**config.mk**
```make
export PLATFORM = sky130hd
export DESIGN_NAME = mem_stage_flat
export DESIGN_NICKNAME = d
export VERILOG_FILES = /design/src/rtl/mem_stage_pkg.sv /design/src/rtl/mem_stage_if.sv /design/src/rtl/mem_stage_dcache.sv /design/src/rtl/mem_stage.sv /design/src/flat_wrapper.sv
export SDC_FILE = /design/constraint.sdc
export NUM_CORES = 1
export LEC_CHECK = 0
export CAP_MARGIN = 30
export CORE_UTILIZATION = 40
export DETAILED_ROUTE_END_ITERATION = 16
export PLACE_DENSITY = 0.83
export SYNTH_ARGS = -nofsm -noshare
export SYNTH_HDL_FRONTEND = slang
export SYNTH_SLANG_ARGS = --single-unit
```
**constraint.sdc**
```tcl
create_clock -name clk -period 3.05 [get_ports clk]
set_input_delay 0.305 -clock clk [delete_from_list [all_inputs] [get_ports clk]]
set_output_delay 0.305 -clock clk [all_outputs]
set_load 0.05 [all_outputs]
```
**src/rtl/mem_stage_pkg.sv**
```systemverilog
// Shared definitions for the MEM pipeline stage: FSM state type,
// word-access constant and default datapath widths.
package mem_stage_pkg;

    // Default datapath and D-cache word-address widths.
    localparam int BIT_W_DEFAULT  = 32;
    localparam int ADDR_W_DEFAULT = 30;

    // Byte-offset width of a word access: the D-cache address starts at this bit.
    localparam int MEM_REQ_WORD = 2;

    // D-cache access tracking states.
    typedef enum logic [1:0] {
        IDLE   = 2'd0,
        ACCESS = 2'd1,
        HOLD   = 2'd2
    } mem_state_e;

endpackage

```
**src/rtl/mem_stage_if.sv**
```systemverilog
// Word-wide D-cache request/stall bus between the MEM stage (master)
// and the data cache (slave).
interface mem_stage_if
    import mem_stage_pkg::*;
#(
    parameter int BIT_W  = BIT_W_DEFAULT,
    parameter int ADDR_W = ADDR_W_DEFAULT
);

    logic              DCACHE_ren;
    logic              DCACHE_wen;
    logic [ADDR_W-1:0] DCACHE_addr;
    logic [BIT_W-1:0]  DCACHE_wdata;
    logic [BIT_W-1:0]  DCACHE_rdata;
    logic              DCACHE_stall;

    modport master (
        output DCACHE_ren,
        output DCACHE_wen,
        output DCACHE_addr,
        output DCACHE_wdata,
        input  DCACHE_rdata,
        input  DCACHE_stall
    );

    modport slave (
        input  DCACHE_ren,
        input  DCACHE_wen,
        input  DCACHE_addr,
        input  DCACHE_wdata,
        output DCACHE_rdata,
        output DCACHE_stall
    );

endinterface

```
**src/rtl/mem_stage_dcache.sv**
```systemverilog
// D-cache access control for the MEM stage: tracks an outstanding request,
// blocks re-issue of a completed access while the pipeline is frozen, and
// keeps the load data that completed during such a freeze.
module mem_dcache_if
    import mem_stage_pkg::*;
#(
    parameter int BIT_W = BIT_W_DEFAULT
) (
    input  logic             clk,
    input  logic             rst,
    input  logic             memrd_in,
    input  logic             memwr_in,
    input  logic             stall_in,
    input  logic             dcache_stall,
    input  logic [BIT_W-1:0] dcache_rdata,
    output logic             req,
    output logic             mem_stall,
    output logic [BIT_W-1:0] ld_data
);

    mem_state_e       state;
    mem_state_e       state_next;
    logic             need;
    logic             done;
    logic [BIT_W-1:0] rdata_q;

    // Request generation: a completed access is not re-issued while held, and reset drops it at once.
    always_comb begin
        need      = memrd_in | memwr_in;
        req       = need & (state != HOLD) & ~rst;
        done      = req & ~dcache_stall;
        mem_stall = req & dcache_stall;
        ld_data   = (state == HOLD) ? rdata_q : dcache_rdata;
    end

    // State register.
    always_ff @(posedge clk) begin
        if (rst) begin
            state <= IDLE;
        end else begin
            state <= state_next;
        end
    end

    // Next-state logic: ACCESS follows a cache miss, HOLD parks a finished access during a freeze.
    always_comb begin
        state_next = state;
        case (state)
            IDLE: begin
                if (need && dcache_stall) begin
                    state_next = ACCESS;
                end else if (done && stall_in) begin
                    state_next = HOLD;
                end
            end
            ACCESS: begin
                if (!dcache_stall) begin
                    state_next = stall_in ? HOLD : IDLE;
                end
            end
            HOLD: begin
                if (!stall_in) begin
                    state_next = IDLE;
                end
            end
            default: state_next = IDLE;
        endcase
    end

    // Capture load data on completion so it survives a freeze in HOLD.
    always_ff @(posedge clk) begin
        if (rst) begin
            rdata_q <= '0;
        end else if (done && memrd_in) begin
            rdata_q <= dcache_rdata;
        end
    end

endmodule

```
**src/rtl/mem_stage.sv**
```systemverilog
// MEM pipeline stage: D-cache access for loads/stores, write-back value
// selection, MEM/WB register and unregistered forwarding data for EX.
module mem_stage
    import mem_stage_pkg::*;
#(
    parameter int BIT_W  = BIT_W_DEFAULT,
    parameter int ADDR_W = ADDR_W_DEFAULT
) (
    input  logic             clk,
    input  logic             rst,
    input  logic [BIT_W-1:0] alu_result_in,
    input  logic [BIT_W-1:0] mem_wdata_in,
    input  logic [4:0]       rd_in,
    input  logic [BIT_W-1:0] PC_plus_4_in,
    input  logic             memrd_in,
    input  logic             memwr_in,
    input  logic             mem2reg_in,
    input  logic             regwr_in,
    input  logic             jump_in,
    input  logic             stall_in,
    mem_stage_if.master      dcache,
    output logic             mem_stall,
    output logic [BIT_W-1:0] wb_data,
    output logic [4:0]       wb_rd,
    output logic             wb_regwr,
    output logic [BIT_W-1:0] fwd_dat_noblock,
    output logic [4:0]       fwd_rd_noblock,
    output logic             fwd_regwr_noblock
);

    logic             req;
    logic [BIT_W-1:0] ld_data;
    logic [BIT_W-1:0] wb_sel;
    logic             adv;

    mem_dcache_if #(
        .BIT_W (BIT_W)
    ) u_dcache_ctrl (
        .clk          (clk),
        .rst          (rst),
        .memrd_in     (memrd_in),
        .memwr_in     (memwr_in),
        .stall_in     (stall_in),
        .dcache_stall (dcache.DCACHE_stall),
        .dcache_rdata (dcache.DCACHE_rdata),
        .req          (req),
        .mem_stall    (mem_stall),
        .ld_data      (ld_data)
    );

    // Cache bus drive: byte address bits [1:0] are dropped, misalignment is not trapped.
    always_comb begin
        dcache.DCACHE_ren   = req & memrd_in;
        dcache.DCACHE_wen   = req & memwr_in;
        dcache.DCACHE_addr  = alu_result_in[ADDR_W+MEM_REQ_WORD-1:MEM_REQ_WORD];
        dcache.DCACHE_wdata = mem_wdata_in;
    end

    // Write-back source select and forwarding; load data is never forwarded from MEM.
    always_comb begin
        fwd_dat_noblock   = jump_in ? PC_plus_4_in : alu_result_in;
        fwd_rd_noblock    = rd_in;
        fwd_regwr_noblock = regwr_in & ~mem2reg_in;
        wb_sel            = mem2reg_in ? ld_data : fwd_dat_noblock;
        adv               = ~mem_stall & ~stall_in;
    end

    // MEM/WB register: advances only when neither this stage nor the pipeline is stalled.
    always_ff @(posedge clk) begin
        if (rst) begin
            wb_data  <= '0;
            wb_rd    <= '0;
            wb_regwr <= 1'b0;
        end else if (adv) begin
            wb_data  <= wb_sel;
            wb_rd    <= rd_in;
            wb_regwr <= regwr_in;
        end
    end

endmodule

```
**src/flat_wrapper.sv**
```systemverilog
// flat-port wrapper written by rule: the top's interface ports become plain ports
module mem_stage_flat import mem_stage_pkg::*;
#(
    parameter int BIT_W  = BIT_W_DEFAULT,
    parameter int ADDR_W = ADDR_W_DEFAULT
)
  (clk, rst, alu_result_in, mem_wdata_in, rd_in, PC_plus_4_in, memrd_in, memwr_in, mem2reg_in, regwr_in, jump_in, stall_in, mem_stall, wb_data, wb_rd, wb_regwr, fwd_dat_noblock, fwd_rd_noblock, fwd_regwr_noblock, dcache_DCACHE_ren, dcache_DCACHE_wen, dcache_DCACHE_addr, dcache_DCACHE_wdata, dcache_DCACHE_rdata, dcache_DCACHE_stall);
  mem_stage_if #(.BIT_W(BIT_W), .ADDR_W(ADDR_W)) dcache_i ();
  input  logic clk;
  input  logic rst;
  input  logic [BIT_W-1:0] alu_result_in;
  input  logic [BIT_W-1:0] mem_wdata_in;
  input  logic [4:0] rd_in;
  input  logic [BIT_W-1:0] PC_plus_4_in;
  input  logic memrd_in;
  input  logic memwr_in;
  input  logic mem2reg_in;
  input  logic regwr_in;
  input  logic jump_in;
  input  logic stall_in;
  output logic mem_stall;
  output logic [BIT_W-1:0] wb_data;
  output logic [4:0] wb_rd;
  output logic wb_regwr;
  output logic [BIT_W-1:0] fwd_dat_noblock;
  output logic [4:0] fwd_rd_noblock;
  output logic fwd_regwr_noblock;
  output wire logic [$bits(dcache_i.DCACHE_ren)-1:0] dcache_DCACHE_ren;
  output wire logic [$bits(dcache_i.DCACHE_wen)-1:0] dcache_DCACHE_wen;
  output wire logic [$bits(dcache_i.DCACHE_addr)-1:0] dcache_DCACHE_addr;
  output wire logic [$bits(dcache_i.DCACHE_wdata)-1:0] dcache_DCACHE_wdata;
  input wire logic [$bits(dcache_i.DCACHE_rdata)-1:0] dcache_DCACHE_rdata;
  input wire logic [$bits(dcache_i.DCACHE_stall)-1:0] dcache_DCACHE_stall;
  assign dcache_DCACHE_ren = dcache_i.DCACHE_ren;
  assign dcache_DCACHE_wen = dcache_i.DCACHE_wen;
  assign dcache_DCACHE_addr = dcache_i.DCACHE_addr;
  assign dcache_DCACHE_wdata = dcache_i.DCACHE_wdata;
  assign dcache_i.DCACHE_rdata = dcache_DCACHE_rdata;
  assign dcache_i.DCACHE_stall = dcache_DCACHE_stall;
  mem_stage #(.BIT_W(BIT_W), .ADDR_W(ADDR_W)) u_core (.clk(clk), .rst(rst), .alu_result_in(alu_result_in), .mem_wdata_in(mem_wdata_in), .rd_in(rd_in), .PC_plus_4_in(PC_plus_4_in), .memrd_in(memrd_in), .memwr_in(memwr_in), .mem2reg_in(mem2reg_in), .regwr_in(regwr_in), .jump_in(jump_in), .stall_in(stall_in), .dcache(dcache_i), .mem_stall(mem_stall), .wb_data(wb_data), .wb_rd(wb_rd), .wb_regwr(wb_regwr), .fwd_dat_noblock(fwd_dat_noblock), .fwd_rd_noblock(fwd_rd_noblock), .fwd_regwr_noblock(fwd_regwr_noblock));
endmodule
```
==> results.md <==
- Status: finished, final reports clean
- Syn. warnings: 0
- Core area: 12100 um2
- Worst EP arrival: 2.14 ns
- Setup TNS: 0 ns
- Die height: 114 um
- Antenna viol nets, final: 0
- Gr ovfl total: 0
- Vias per std cell: 5.50
- Hold_buf cts: 0
- Die Wd: 114 um
- Pleak: 2.47 nW
- Resize count post-CTS: 0
- Post-Synthesis Cells: 514
- Fin crit share: 80.2%
- Antenna violations before repair: 1
- CP Class: input port to output port
- Worst Hold Class: input port to flip-flop
- GPL Wtd Cong: 0.743
- Origin of the critical flop-to-flop path: u_core.u_dcache_ctrl.state[0]
- Most used DFF post-synth: dfxtp_1
- IO buf count: 218
- Util after Layout: 57.9%
- # IOs: 283
- Post-synthesis cell type count: 27
- Finished Cell Area: 7020 um2
- Mapped cell area: 5010 um2
- Syn_nets: 656
- Critical Path Sink Type: output port
- Clock latency on the worst-skew pair: 0.32 ns
- Drt first pass iters: 4
- Pwr/cell area: 461 nW/um2
- Num CTS Buffers: 9
- Number of buffers on the longest clock path: 2
- Tightest Pin Transition: 0.910 ns
- Synthesized area per cell: 9.75 um2
- Final Net Count: 778
- Final Hold Viols: 0
- Synth top area cells: dfxtp_1, mux2_2, buf_4
- Top post-synthesis cells by count: dfxtp_1, buf_4, mux2_2, nand2_1
- Dpl cell area: 6730 um2
- Max IR drop VDD: 0.256 mV
- Drt wl/cell: 19.2 um
- Initial DRC Count: 263
- Clk_skew: 0.00879 ns
- Vias: 4450
- Crit path max fanout: 21
- GRT Total Usage: 23.3%
- Hold_sp: stall_in
- DRT Wirelength: 15.5 mm
- Number of global-route vias before repair: 4591
- Setup crit start kind: input port
- CTS tree: built
- Share of the synthesized area in the top cell type: 28.8%
- Max Transition Viols Final: 0
- Ys async rst share: 0%
- DRC: 0
- Fraction of layout cells with a size suffix above 1: 20.2%
- Critical path origin: jump_in
- Post-synth EDFFs: 0
- Area leader, netlist: dfxtp_1
- Synth Register Bits: 72
- Max Cap Viol: 0
- Tot Pwr: 3.23 mW
- Final setup fails: 0
- Area delta synth->final: 40.0%
- Fmax: 0.409 GHz
- Htree depth: 3
- Clk pin slew, worst setup/hold paths: 0.05 ns
- DIE AREA: 13000 um2
- Slew HR: 39.3%
- First-pass GRT wire length: 23.6 mm
- Starting density of the core: 41.4%
- CTS Sinks: 72
- Root Driver: clkbuf_16
- Flop-to-flop setup slack: 0.95 ns
- Maximum number of pins on one net before global-route repair: 97
- Site row count: 40
- Period minus WS final: 2.44 ns
- Post-synthesis sequential area ratio: 28.8%
- Crit path required time: 2.74 ns
- Count leader, synth: dfxtp_1
- DPL Wire Length: 11.0 mm
- RSZ-0062 raised after global routing: no
- Setup bufs post-CTS: 0
[routing by layer]
layer / up-vias / share of wire [%] / track usage (%)
met4: 0 / 2.6 / 9.44
met3: 28 / 7.5 / 6.59
met2: 189 / 51 / 41.4
li1: 2088 / - / -
met5: - / 0 / 0
met1: 2145 / 39 / 26.2
[area by class of cell]
cell class,count,area (um2)
inverter,1,3.75
tap,168,210
clock inverter,4,45.0
clock buffer,11,243
sequential,72,1440
fill,1068,5090
multi-input combinational,320,2790
antenna,1,2.50
timing repair buffer,232,2280
[flip-flops by register name (all words and copies together), names as in the netlist]
register,cells
u_core.u_dcache_ctrl.rdata_q,32
u_core.u_dcache_ctrl.state,2
u_core.wb_regwr,1
u_core.wb_rd,5
u_core.wb_data,32
[layout by cell type (no fill, tap or decap), types with 2 or more instances in the layout]
cell type,instances
and3_1,4
buf_12,2
buf_2,4
buf_4,15
clkbuf_16,9
clkdlybuf4s50_1,211
clkinv_2,3
dfxtp_1,72
mux2_1,6
mux2_2,58
mux2i_1,6
nand2_1,44
nand2b_1,32
nand4_1,32
nand4bb_1,32
nor2b_1,33
o221ai_1,34
o221ai_2,30
[path summary, 6_finish.rpt]
check | to | depth (start not counted)
max reg2reg | u_core.u_dcache_ctrl.rdata_q[29] | 5
max | fwd_dat_noblock[14] | 4
min | u_core.u_dcache_ctrl.state[1] | 2
min reg2reg | u_core.wb_rd[1] | 2
[cell families (layout without fill, tap and decap cells)]
group / after synthesis / in the layout / share of synthesized area (%)
AOI/OAI and AO/OA: 68 / 68 / 16.0
buffers and inverters: 122 / 248 / 15.7
DFF: 72 / 72 / 28.8
muxes: 70 / 70 / 15.6
other: 0 / 1 / 0
and+or+nand+nor: 182 / 182 / 24.0
[critical path, stage by stage]
cell and delay, ns:
buf_2 0.29, buf_4 0.41, mux2_1 0.40, clkdlybuf4s50_1 0.72
[where the power goes]
part	total (mW)	internal (mW)	switching, mW
sequential	1.06	1.01	0.0471
clock	1.03	0.647	0.384
combinational	1.14	0.467	0.674
[per-stage QoR]
step	std cells	hold WS, ns	setup slack (ns)
after floorplan	514	0.447	1.35
after global placement	793	0.444	0.677
after detailed placement	793	0.453	0.609
after CTS	808	0.439	0.605
after global routing	809	0.461	0.538
final	809	0.444	0.605
No activity file was read; power rests on OpenSTA's default activity.
